## config.mk

```make
export PLATFORM = sky130hd
export DESIGN_NAME = rtc_key_scheduler
export DESIGN_NICKNAME = d
export VERILOG_FILES = /design/src/rtl/rtc_key_scheduler.sv
export SDC_FILE = /design/constraint.sdc
export NUM_CORES = 1
export LEC_CHECK = 0
export ABC_AREA = 1
export BUFFER_PORTS_ARGS = -buffer_cell sky130_fd_sc_hd__buf_2
export CAP_MARGIN = 0
export CORE_MARGIN = 4
export CORE_UTILIZATION = 58
export CTS_CLUSTER_DIAMETER = 150
export DETAILED_ROUTE_END_ITERATION = 8
export HOLD_SLACK_MARGIN = 0.02
export PLACE_DENSITY = 0.78
export SLEW_MARGIN = 5
export SYNTH_ARGS = -nofsm -noshare
export SYNTH_HDL_FRONTEND = slang
export SYNTH_SLANG_ARGS = --single-unit
```

## constraint.sdc

```tcl
create_clock -name sys_clk -period 1.54 [get_ports sys_clk]
set_input_delay 0.308 -clock sys_clk [delete_from_list [all_inputs] [get_ports sys_clk]]
set_output_delay 0.308 -clock sys_clk [all_outputs]
set_load 0.01 [all_outputs]
```

## src/rtl/rtc_key_scheduler.sv

```systemverilog
// Single-clock RTC key-change scheduler: 500 Hz tick enable, epoch timer and key-rotation req/ack handshake.
// Optional build macro MANUAL_ADVANCE_EN enables force_change as a manual key advance.
module rtc_key_scheduler #(
  parameter int unsigned CLK_HZ           = 1000000,
  parameter int unsigned TICK_HZ          = 500,
  parameter int unsigned KEYCHANGE_PERIOD = 5,
  parameter int unsigned NUM_KEYS         = 4,
  parameter int unsigned ACK_TIMEOUT      = 16
) (
  input  logic                        sys_clk,
  input  logic                        rst_n,
  input  logic                        enable,
  input  logic                        key_ack,
  input  logic                        clear_err,
  input  logic                        force_change,
  output logic                        tick_500hz,
  output logic                        key_req,
  output logic [$clog2(NUM_KEYS)-1:0] req_idx,
  output logic [$clog2(NUM_KEYS)-1:0] key_idx,
  output logic                        busy,
  output logic                        timeout_err,
  output logic                        overrun_err
);

  localparam int unsigned PRE_DIV = CLK_HZ / TICK_HZ;
  localparam int unsigned PRE_W   = (PRE_DIV > 1) ? $clog2(PRE_DIV) : 1;
  localparam int unsigned EP_LEN  = TICK_HZ * KEYCHANGE_PERIOD;
  localparam int unsigned EP_W    = (EP_LEN > 1) ? $clog2(EP_LEN) : 1;
  localparam int unsigned IDX_W   = $clog2(NUM_KEYS);
  localparam int unsigned TO_W    = (ACK_TIMEOUT > 1) ? $clog2(ACK_TIMEOUT) : 1;

  localparam logic [PRE_W-1:0] PRE_MAX     = PRE_W'(PRE_DIV - 1);
  localparam logic [PRE_W-1:0] PRE_RESTART = (PRE_DIV > 1) ? PRE_W'(1) : PRE_W'(0);
  localparam logic [EP_W-1:0]  EP_MAX      = EP_W'(EP_LEN - 1);
  localparam logic [TO_W-1:0]  TO_MAX      = TO_W'(ACK_TIMEOUT - 1);
  localparam logic [IDX_W-1:0] IDX_LAST    = IDX_W'(NUM_KEYS - 1);
  localparam logic [IDX_W-1:0] IDX_ONE     = IDX_W'(1);

  typedef enum logic {
    ST_RUN = 1'b0,
    ST_REQ = 1'b1
  } state_e;

  state_e           state_q, state_d;
  logic [PRE_W-1:0] pre_q, pre_d;
  logic [EP_W-1:0]  ep_q, ep_d;
  logic             tick_q, tick_d;
  logic             epoch_q, epoch_d;
  logic [TO_W-1:0]  to_q, to_d;
  logic [IDX_W-1:0] key_idx_q, key_idx_d;
  logic [IDX_W-1:0] req_idx_q, req_idx_d;
  logic             timeout_q, timeout_d;
  logic             overrun_q, overrun_d;

  logic             force_req;
  logic             restart;
  logic             start;

  // Explicit wrap so non-power-of-two slot counts rotate correctly.
  function automatic logic [IDX_W-1:0] next_idx(input logic [IDX_W-1:0] idx);
    return (idx == IDX_LAST) ? IDX_W'(0) : idx + IDX_ONE;
  endfunction

`ifdef MANUAL_ADVANCE_EN
  assign force_req = force_change;
`else
  logic unused_force_change;
  assign unused_force_change = force_change;
  assign force_req           = 1'b0;
`endif

  // A manual advance restarts the whole period; the advancing cycle counts as its first.
  assign restart = force_req && (state_q == ST_RUN);
  assign start   = epoch_q || force_req;

  always_comb begin
    pre_d   = pre_q;
    ep_d    = ep_q;
    tick_d  = 1'b0;
    epoch_d = 1'b0;
    if (restart) begin
      pre_d = enable ? PRE_RESTART : PRE_W'(0);
      ep_d  = EP_W'(0);
    end else if (enable) begin
      if (pre_q == PRE_MAX) begin
        pre_d  = PRE_W'(0);
        tick_d = 1'b1;
        if (ep_q == EP_MAX) begin
          ep_d    = EP_W'(0);
          epoch_d = 1'b1;
        end else begin
          ep_d = ep_q + EP_W'(1);
        end
      end else begin
        pre_d = pre_q + PRE_W'(1);
      end
    end
  end

  // Handshake FSM; error sets are evaluated after clear so a coincident set wins.
  always_comb begin
    state_d   = state_q;
    to_d      = to_q;
    key_idx_d = key_idx_q;
    req_idx_d = req_idx_q;
    timeout_d = timeout_q;
    overrun_d = overrun_q;
    if (clear_err) begin
      timeout_d = 1'b0;
      overrun_d = 1'b0;
    end
    case (state_q)
      ST_RUN: begin
        if (start) begin
          state_d = ST_REQ;
          to_d    = TO_W'(0);
        end
      end
      ST_REQ: begin
        if (start) begin
          overrun_d = 1'b1;
        end
        if (key_ack) begin
          state_d   = ST_RUN;
          key_idx_d = req_idx_q;
          req_idx_d = next_idx(req_idx_q);
        end else if (to_q == TO_MAX) begin
          state_d   = ST_RUN;
          timeout_d = 1'b1;
        end else begin
          to_d = to_q + TO_W'(1);
        end
      end
      default: state_d = ST_RUN;
    endcase
  end

  always_ff @(posedge sys_clk) begin
    if (!rst_n) begin
      state_q   <= ST_RUN;
      pre_q     <= PRE_W'(0);
      ep_q      <= EP_W'(0);
      tick_q    <= 1'b0;
      epoch_q   <= 1'b0;
      to_q      <= TO_W'(0);
      key_idx_q <= IDX_W'(0);
      req_idx_q <= IDX_ONE;
      timeout_q <= 1'b0;
      overrun_q <= 1'b0;
    end else begin
      state_q   <= state_d;
      pre_q     <= pre_d;
      ep_q      <= ep_d;
      tick_q    <= tick_d;
      epoch_q   <= epoch_d;
      to_q      <= to_d;
      key_idx_q <= key_idx_d;
      req_idx_q <= req_idx_d;
      timeout_q <= timeout_d;
      overrun_q <= overrun_d;
    end
  end

  assign tick_500hz  = tick_q;
  assign key_req     = (state_q == ST_REQ);
  assign busy        = (state_q == ST_REQ);
  assign req_idx     = req_idx_q;
  assign key_idx     = key_idx_q;
  assign timeout_err = timeout_q;
  assign overrun_err = overrun_q;

endmodule

```

==> flow_metrics.env, run 1 <==
export IMPL_outcome="finished, final reports clean"
export IMPL_drive_gt1_share_pct=16.13
export IMPL_layout_common_cells="nand2_1, nor2_1, dfxtp_1, inv_1, nand3_1"
export IMPL_num_vias=1601
export IMPL_grt_pass1_vias=1432
export IMPL_switching_share_pct=23.94
export IMPL_cp_end_kind="register"
export IMPL_final_max_slew_viol_count=0
export IMPL_fp_row_count=19
export IMPL_n_antenna_cell=0
export IMPL_ys_seq_elements=36
export IMPL_ys_seq_area_share_pct=40.82
export IMPL_synth_top_family_by_area="simple AND/OR/NAND/NOR gates"
export IMPL_yosys_area_top_type="dfxtp_1"
export IMPL_syn_inst=254
export IMPL_cts_sinks=36
export IMPL_yosysTopAreaCellShare_pct=40.82
export IMPL_required_ns=1.84
export IMPL_coreArea_um2=2829
export IMPL_die_w_um=63.17
export IMPL_fin_tns_setup_ns=0
export IMPL_syn_nets=264
export IMPL_worstMarginPinSlew_ns=0.2772
export IMPL_dp_cells=299
export IMPL_synth_compound_area_share_pct=9.001
export IMPL_clk_pin_slew_ns=0.11
export IMPL_grt_max_degree=12
export IMPL_cts_root_buffer="clkbuf_4"
export IMPL_timing_hold_violations_final=0
export IMPL_portBuffers=13
export IMPL_slew_headroom_pct=81.42
export IMPL_grt_pass1_wl_um=5851
export IMPL_synthSimpleGateAreaFrac_pct=36.78
export IMPL_p_clk_share_pct=35.3
export IMPL_overflow=0
export IMPL_drt_iter0_markers=95
export IMPL_cts_buffers=5
export IMPL_criticalPathCategory="register to register"
export IMPL_power_frac_comb_pct=4.3
export IMPL_synthMuxAreaShare_pct=0.5670
export IMPL_cp_start_kind="register"
export IMPL_syn_area_um2=1765
export IMPL_power_internal_mw=1.185
export IMPL_antenna_left=0
export IMPL_globalRouteTotalUtil_pct=18.22
export IMPL_hold_path_class="input port to register"
export IMPL_synth_fa_ha_area_share_pct=2.835
export IMPL_tritoncts="done"
export IMPL_clock_path_buffers=2
export IMPL_setup_violations=0
export IMPL_route_detailed_drc=0
export IMPL_worstPathArrival_ns=1.73
export IMPL_synthDistinctLibCells=29
export IMPL_die_area_um2=3990
export IMPL_cap_violations=0
export IMPL_cts_hold_buf=0
export IMPL_holdWs_ns=0.1954
export IMPL_antenna_found_initial=0
export IMPL_final_common_cell="nand2_1"
export IMPL_period_share_pct=92.56
export IMPL_p_per_area_nw_per_um2=780.2
export IMPL_die_height_um=63.17
export IMPL_nets=288
export IMPL_fmax_ghz=0.7015
export IMPL_initial_core_util_pct=62.41
export IMPL_area_growth_syn_to_layout_pct=13.11
export IMPL_h_tree_depth=2
export IMPL_synthTopCellsByArea="dfxtp_1, nand2_1, nor2_1, inv_1, nand3_1"
export IMPL_insertion_delay_ns=0.36
export IMPL_crit_fanout=4
export IMPL_leakage_nw=0.8319
export IMPL_routed_wl_um=3402
export IMPL_total_power_mw=1.558
export IMPL_place_hpwl_um=2418
export IMPL_synth_xor_area_share_pct=1.984
export IMPL_period_needed_ns=1.425
export IMPL_io_pins=15
export IMPL_rsz0062_at_grt="false"
export IMPL_wl_per_cell_um=10.97
export IMPL_peakVddDrop_mv=0.6475
export IMPL_finalNonFillerCells=310
export IMPL_synth_area_per_cell_um2=6.951
export IMPL_seqPwrFrac_pct=60.4
export IMPL_fin_skew_ns=0.009247
export IMPL_via_per_inst=5.165
export IMPL_firstDrtPassIters=4
export IMPL_gp_congestion=0.8164
export IMPL_p_switching_mw=0.3730
export IMPL_yosys_warnings=0
==> cell families after synthesis <==
| logic type | count (synthesis) |
|---|---|
| flip-flops | 36 |
| AO/OA/AOI/OAI | 28 |
| multiplexers | 1 |
| adder cells (fa/ha/maj) | 4 |
| AND/OR/NAND/NOR | 147 |
| XOR/XNOR | 4 |
| buffers and inverters | 34 |
==> worst max-delay path: stages, from the launching register on <==
cell	delay, ns
dfxtp_1	0.40
ha_4	0.17
nand3_1	0.13
nor3_2	0.25
nand2_1	0.15
o21bai_1	0.16
inv_1	0.05
nor2_1	0.07
==> final cells by class <==
cell class | instances | area (µm²)
sequential | 36 | 720.7
timing repair buffer | 21 | 125.1
clock inverter | 1 | 7.507
inverter | 29 | 108.9
tap | 31 | 38.79
multi-input combinational | 185 | 940.9
fill | 272 | 832.0
clock buffer | 7 | 55.05
==> state kept, by name (all words and copies together) (netlist names) <==
signal	count
req_idx	2
epoch_q	1
ep_q	12
to_q	4
tick_500hz	1
busy	1
key_idx	2
pre_q	11
timeout_err	1
overrun_err	1
==> routing by layer <==
layer	wire length, µm	GRT usage (%)	up-vias
met5	0	0	-
met4	97	10.78	0
met3	108	4.618	12
met2	1466	28.99	16
met1	1729	22.14	713
li1	-	-	860
==> timing repair <==
action	4_1_cts	5_1_grt
gates resized for setup	0	5
setup buffers	0	2
setup endpoints to repair	0	17
==> metrics by stage <==
stage	area, µm²	setup WS, ns	util, %
3_3_place_gp	1882	0.09560	66.52
3_5_place_dp	1882	0.09285	66.52
4_1_cts	1944	0.07034	68.73
6_report	1997	0.1145	70.59
2_1_floorplan	1765	0.2066	-
5_1_grt	1997	0.007336	70.59
==> path summary, 6_finish.rpt <==
check / from / end / slack, ns / cells after the start
worst max-delay path: pre_q[0] / pre_q[8] / 0.11 / 7
worst min register to register: overrun_err / overrun_err / 0.46 / 2
worst max register to register: pre_q[0] / pre_q[8] / 0.11 / 7
worst min-delay path: clear_err / overrun_err / 0.20 / 4
==> synthesized netlist by cell type <==
master and number:
a21oi_1 14, a21oi_2 1, a31oi_1 1, and3_1 1
buf_2 2, buf_4 1, buf_6 1, clkbuf_1 1
dfxtp_1 36, ha_1 4, inv_1 28, inv_2 1
mux2i_1 1, nand2_1 58, nand2_2 2, nand3_1 17
nand3_4 1, nand4_1 5, nor2_1 45, nor2_2 4
nor2_4 1, nor3_1 10, nor3_2 1, nor3b_1 1
o21ai_0 8, o21ai_2 3, o21bai_1 1, or2_2 1
xor2_1 4
==> power by group through the flow <==
stage,Combinational [mW],Sequential (mW),Clock (mW)
floorplan,0.0364,0.961,0
global placement,0.0629,0.960,0
detailed placement,0.0636,0.960,0
CTS,0.0637,0.939,0.557
global route,0.0790,0.942,0.602
finish,0.0674,0.941,0.550
(Power assumes the default switching activity.)
==> run 2, diff against run 1 <==
==> constraint.sdc (replaced) <==
create_clock -name sys_clk -period 1.54 [get_ports sys_clk]
set_input_delay 0.154 -clock sys_clk [delete_from_list [all_inputs] [get_ports sys_clk]]
set_output_delay 0.154 -clock sys_clk [all_outputs]
set_load 0.01 [all_outputs]
==> run 2 against run 1 <==
  * Non-clock buffer count unchanged
  * Via count is 0.12% lower
  * Clock power down 5.6%
  * Largest power group unchanged
  * First-iteration DRC count increased by 9.5%
  * Clock skew about the same
  * Largest cell class unchanged
  * Global-route usage down 0.43 points
  * Combinational power is 5.2% lower
  * Flip-flop and latch count is the same
  * Critical path type unchanged
==> flow_metrics.env, run 2 (synthesis gave the netlist of run 1 again) <==
export IMPL_outcome="finished, final reports clean"
export IMPL_nets=287
export IMPL_peakVddDrop_mv=0.4477
export IMPL_crit_fanout=10
export IMPL_period_needed_ns=1.418
export IMPL_leakage_nw=0.8474
export IMPL_worstPathArrival_ns=1.63
export IMPL_fmax_ghz=0.7053
export IMPL_overflow=0
export IMPL_holdWs_ns=0.08591
export IMPL_wl_per_cell_um=10.67
export IMPL_die_w_um=63.17
export IMPL_grt_pass1_wl_um=5802
export IMPL_route_detailed_drc=0
export IMPL_r2r_end="ep_q[3]"
export IMPL_globalRouteTotalUtil_pct=17.79
export IMPL_h_tree_depth=2
export IMPL_final_util_pct=69.70
export IMPL_hold_path_class="input port to register"
export IMPL_crit_slowest_cell="dfxtp_1"
export IMPL_routed_wl_um=3296
export IMPL_largest_reg_flops=12
export IMPL_via_per_inst=5.175
export IMPL_p_per_area_nw_per_um2=771.2
export IMPL_antenna_left=0
export IMPL_portBuffers=13
export IMPL_placed_cell_area_um2=1874
export IMPL_tritoncts="done"
export IMPL_cp_end_kind="register"
export IMPL_layout_common_cells="nand2_1, nor2_1, dfxtp_1, inv_1, nand3_1"
export IMPL_rr_worst_depth=7
export IMPL_cts_buffers=5
export IMPL_coreArea_um2=2829
export IMPL_area_growth_syn_to_layout_pct=11.69
export IMPL_cts_hold_buf=0
export IMPL_slew_headroom_pct=74.70
export IMPL_num_vias=1599
export IMPL_drt_iter0_markers=104
export IMPL_criticalPathCategory="register to register"
export IMPL_worstMarginPinSlew_ns=0.3791
export IMPL_reg_largest_list="ep_q: 12 flops, pre_q: 11 flops, to_q: 4 flops"
export IMPL_required_ns=1.76
export IMPL_final_common_cell="nand2_1"
export IMPL_place_hpwl_um=2424
export IMPL_cp_start_kind="register"
export IMPL_final_max_slew_viol_count=0
export IMPL_final_area_um2=1972
export IMPL_rsz0062_at_grt="false"
export IMPL_setup_violations=0
export IMPL_firstDrtPassIters=4
export IMPL_n_antenna_cell=0
export IMPL_die_height_um=63.17
export IMPL_clk_pin_slew_ns=0.11
export IMPL_critPathMaxStageDelay_ns=0.35
export IMPL_crit_path_end="ep_q[3]"
export IMPL_gp_congestion=0.8297
export IMPL_drive_gt1_share_pct=15.83
export IMPL_r2r_start="pre_q[0]"
export IMPL_antenna_found_initial=0
export IMPL_grt_pass1_vias=1393
export IMPL_n_fill_cell=249
export IMPL_r2r_setup_slack_ns=0.12
export IMPL_fin_tns_setup_ns=0
export IMPL_io_pins=15
export IMPL_clock_path_buffers=2
export IMPL_fin_skew_ns=0.009293
export IMPL_grt_max_degree=13
export IMPL_cap_violations=0
export IMPL_cts_sinks=36
export IMPL_crit_path_start="pre_q[0]"
export IMPL_timing_hold_violations_final=0
export IMPL_top_register="ep_q"
export IMPL_period_share_pct=92.06
export IMPL_path_cells="ha_2 -> inv_1 -> nor2_2 -> nand3_4 -> buf_4 -> o21ai_0 -> a21oi_1"
export IMPL_cts_root_buffer="clkbuf_4"
export IMPL_insertion_delay_ns=0.33
export IMPL_initial_core_util_pct=62.41
export IMPL_fp_row_count=19
export IMPL_die_area_um2=3990
-- run 2: changes by cell type in the layout (fill, tap and decap cells not counted), sizes merged --
cell,before,now
clkbuf,7,8
clkinvlp,1,0
nand3,19,18
-- run 2: worst min path at each step --
stage / endpoint / cells past startpoint / from
2_1_floorplan: epoch_q / 2 / enable
3_3_place_gp: req_idx[0] / 2 / rst_n
3_5_place_dp: req_idx[0] / 2 / rst_n
4_1_cts: overrun_err / 4 / clear_err
5_1_grt: req_idx[0] / 2 / rst_n
6_report: overrun_err / 4 / clear_err
-- run 2: timing repair --
item / in CTS / in global routing
resized for setup: 0 / 4
setup buffers: 0 / 3
endpoints found under the setup margin: 0 / 17
-- run 2: final cells by class --
type | count | area (µm²) | share of cell area, %
clock buffers | 8 | 58.81 | 2.982
well taps | 31 | 38.79 | 1.967
flip-flops and latches | 36 | 720.7 | 36.55
inverters | 29 | 108.9 | 5.520
multi-input cells | 184 | 919.6 | 46.64
repair buffers | 21 | 125.1 | 6.345
-- run 2: per-stage QoR --
step           instances  setup WS (ns)  power (mW)
6_report             309         0.1222       1.521
4_1_cts              306        0.08725       1.542
3_5_place_dp         298         0.1029       1.022
2_1_floorplan        254         0.2066      0.9971
5_1_grt              309       0.001962       1.604
3_3_place_gp         298        0.09677       1.020
-- run 2: worst max-delay path: cells and delay by family (launching register included) --
kind,cells,cell delay [ns]
DFF,1,0.35
and+or+nand+nor,2,0.30
adders and majority gates,1,0.21
buffers and inverters,2,0.24
AOI/OAI and AO/OA,2,0.22
-- run 2: layer usage --
metal / track usage, % / routed length [µm]
met1: 22.83 / 1551
met2: 28.19 / 1560
met3: 4.973 / 126
met4: 7.008 / 58
met5: 0 / 0
-- run 2: power by group --
group	total (mW)	internal [mW]	switching [mW]
clock network	0.519	0.225	0.293
registers	0.938	0.935	0.00317
logic	0.0639	0.0236	0.0403
==> run 3, diff against run 2 <==
--- a/config.mk
+++ b/config.mk
@@ -13,7 +13,8 @@
 export CTS_CLUSTER_DIAMETER = 150
 export DETAILED_ROUTE_END_ITERATION = 8
 export HOLD_SLACK_MARGIN = 0.02
-export PLACE_DENSITY = 0.78
+export PLACE_DENSITY = 0.8
+export SETUP_SLACK_MARGIN = 0.05
 export SLEW_MARGIN = 5
 export SYNTH_ARGS = -nofsm -noshare
 export SYNTH_HDL_FRONTEND = slang
==> run 3 against run 2 <==
  * Non-clock buffer count grew 2
  * Final cell count increased by 0.65%
  * First-iteration DRC count shrank 64%
  * Clock power shrank 12%
  * Sequential share of layout area shrank 0.64 points
  * Highest routed layer unchanged
  * Register-to-register slack about the same
  * Count of clock-buffer cells in the layout decreased by 2
==> flow_metrics.env, run 3 (synthesis gave the netlist of run 1 again) <==
export IMPL_outcome="finished, final reports clean"
export IMPL_drive_gt1_share_pct=17.14
export IMPL_cp_start_kind="register"
export IMPL_clock_path_buffers=2
export IMPL_period_needed_ns=1.403
export IMPL_gp_congestion=0.8343
export IMPL_hold_path_class="input port to register"
export IMPL_top_register="ep_q"
export IMPL_die_area_um2=3990
export IMPL_required_ns=1.78
export IMPL_portBuffers=13
export IMPL_routed_wl_um=3292
export IMPL_h_tree_depth=2
export IMPL_wl_per_cell_um=10.59
export IMPL_coreArea_um2=2829
export IMPL_period_share_pct=91.10
export IMPL_criticalPathCategory="register to register"
export IMPL_crit_fanout=6
export IMPL_grt_pass1_vias=1364
export IMPL_reg_largest_list="ep_q: 12 flops, pre_q: 11 flops, to_q: 4 flops"
export IMPL_placed_cell_area_um2=1889
export IMPL_grt_max_degree=12
export IMPL_drt_iter0_markers=37
export IMPL_worstMarginPinSlew_ns=0.2653
export IMPL_timing_hold_violations_final=0
export IMPL_slew_headroom_pct=82.26
export IMPL_num_vias=1620
export IMPL_cts_buffers=5
export IMPL_peakVddDrop_mv=0.4340
export IMPL_die_w_um=63.17
export IMPL_initial_core_util_pct=62.41
export IMPL_globalRouteTotalUtil_pct=17.37
export IMPL_firstDrtPassIters=4
export IMPL_cts_hold_buf=0
export IMPL_final_area_um2=2011
export IMPL_layout_common_cells="nand2_1, nor2_1, dfxtp_1, inv_1, nand3_1"
export IMPL_final_common_cell="nand2_1"
export IMPL_antenna_left=0
export IMPL_tritoncts="done"
export IMPL_antenna_found_initial=0
export IMPL_fmax_ghz=0.7128
export IMPL_via_per_inst=5.209
export IMPL_setup_violations=0
export IMPL_rsz0062_at_grt="false"
export IMPL_place_hpwl_um=2365
export IMPL_cap_violations=0
export IMPL_n_antenna_cell=0
export IMPL_fp_row_count=19
export IMPL_final_max_slew_viol_count=0
export IMPL_route_detailed_drc=0
export IMPL_die_height_um=63.17
export IMPL_holdWs_ns=0.07061
export IMPL_grt_pass1_wl_um=5602
export IMPL_clk_pin_slew_ns=0.10
export IMPL_cp_end_kind="register"
export IMPL_overflow=0
export IMPL_final_util_pct=71.07
export IMPL_cts_sinks=36
export IMPL_largest_reg_flops=12
export IMPL_leakage_nw=0.8539
export IMPL_p_per_area_nw_per_um2=728.7
export IMPL_fin_tns_setup_ns=0
export IMPL_worstPathArrival_ns=1.65
export IMPL_io_pins=15
export IMPL_insertion_delay_ns=0.33
export IMPL_nets=290
export IMPL_fin_skew_ns=0.005077
export IMPL_area_growth_syn_to_layout_pct=13.89
export IMPL_cts_root_buffer="clkbuf_4"
[run 3: cell count changes in the layout (fill, tap and decap cells not counted), sizes merged]
cell    before  now
clkbuf       8    6
clkinv       0    1
nand3       18   19
buf         21   23
[run 3: final timing paths]
check	start	endpoint	slack, ns	cells after the start
setup reg to reg	pre_q[2]	ep_q[4]	0.14	8
setup / recovery	pre_q[2]	ep_q[4]	0.14	8
hold reg to reg	overrun_err	overrun_err	0.46	2
hold / removal	clear_err	overrun_err	0.07	4
[run 3: stage by stage]
step / cells / setup WS (ns) / total power, mW
global route: 311 / 0.05077 / 1.537
floorplan: 254 / 0.2066 / 0.9971
global placement: 300 / 0.1029 / 1.023
finish: 311 / 0.1370 / 1.465
CTS: 307 / 0.07899 / 1.479
detailed placement: 300 / 0.09194 / 1.023
[run 3: area by class of cell]
| cell class | count | area (µm²) |
|---|---|---|
| clock inverter | 1 | 5.005 |
| inverter | 29 | 108.9 |
| sequential | 36 | 721.9 |
| timing repair buffer | 23 | 140.1 |
| fill | 241 | 818.3 |
| clock buffer | 6 | 41.29 |
| tap | 31 | 38.79 |
| multi-input combinational | 185 | 954.7 |
[run 3: what timing repair did]
item | in CTS | in global routing
setup buffers | 0 | 3
resized for setup | 0 | 9
endpoints found under the setup margin | 0 | 19
[run 3: layer usage]
metal	GRT usage [%]	part of all wire [%]	up-vias
met5	0	0	-
met4	6.469	1.6	0
met3	6.217	4.3	7
met2	28.33	46	18
met1	20.94	48	721
li1	-	-	874
[run 3: power by group]
group	switching, mW	internal, mW	leakage, nW
registers	0.00491	0.935	0.291
clock network	0.290	0.168	0.0281
logic	0.0405	0.0267	0.535
[run 3: critical path, cell delays in order (launching register included)]
cell	delay, ns
dfxtp_1	0.43
nand2_1	0.09
nor2_2	0.23
nand3_4	0.16
buf_4	0.17
nor2_2	0.09
nand2_1	0.05
nand2_1	0.06
nor2_1	0.03
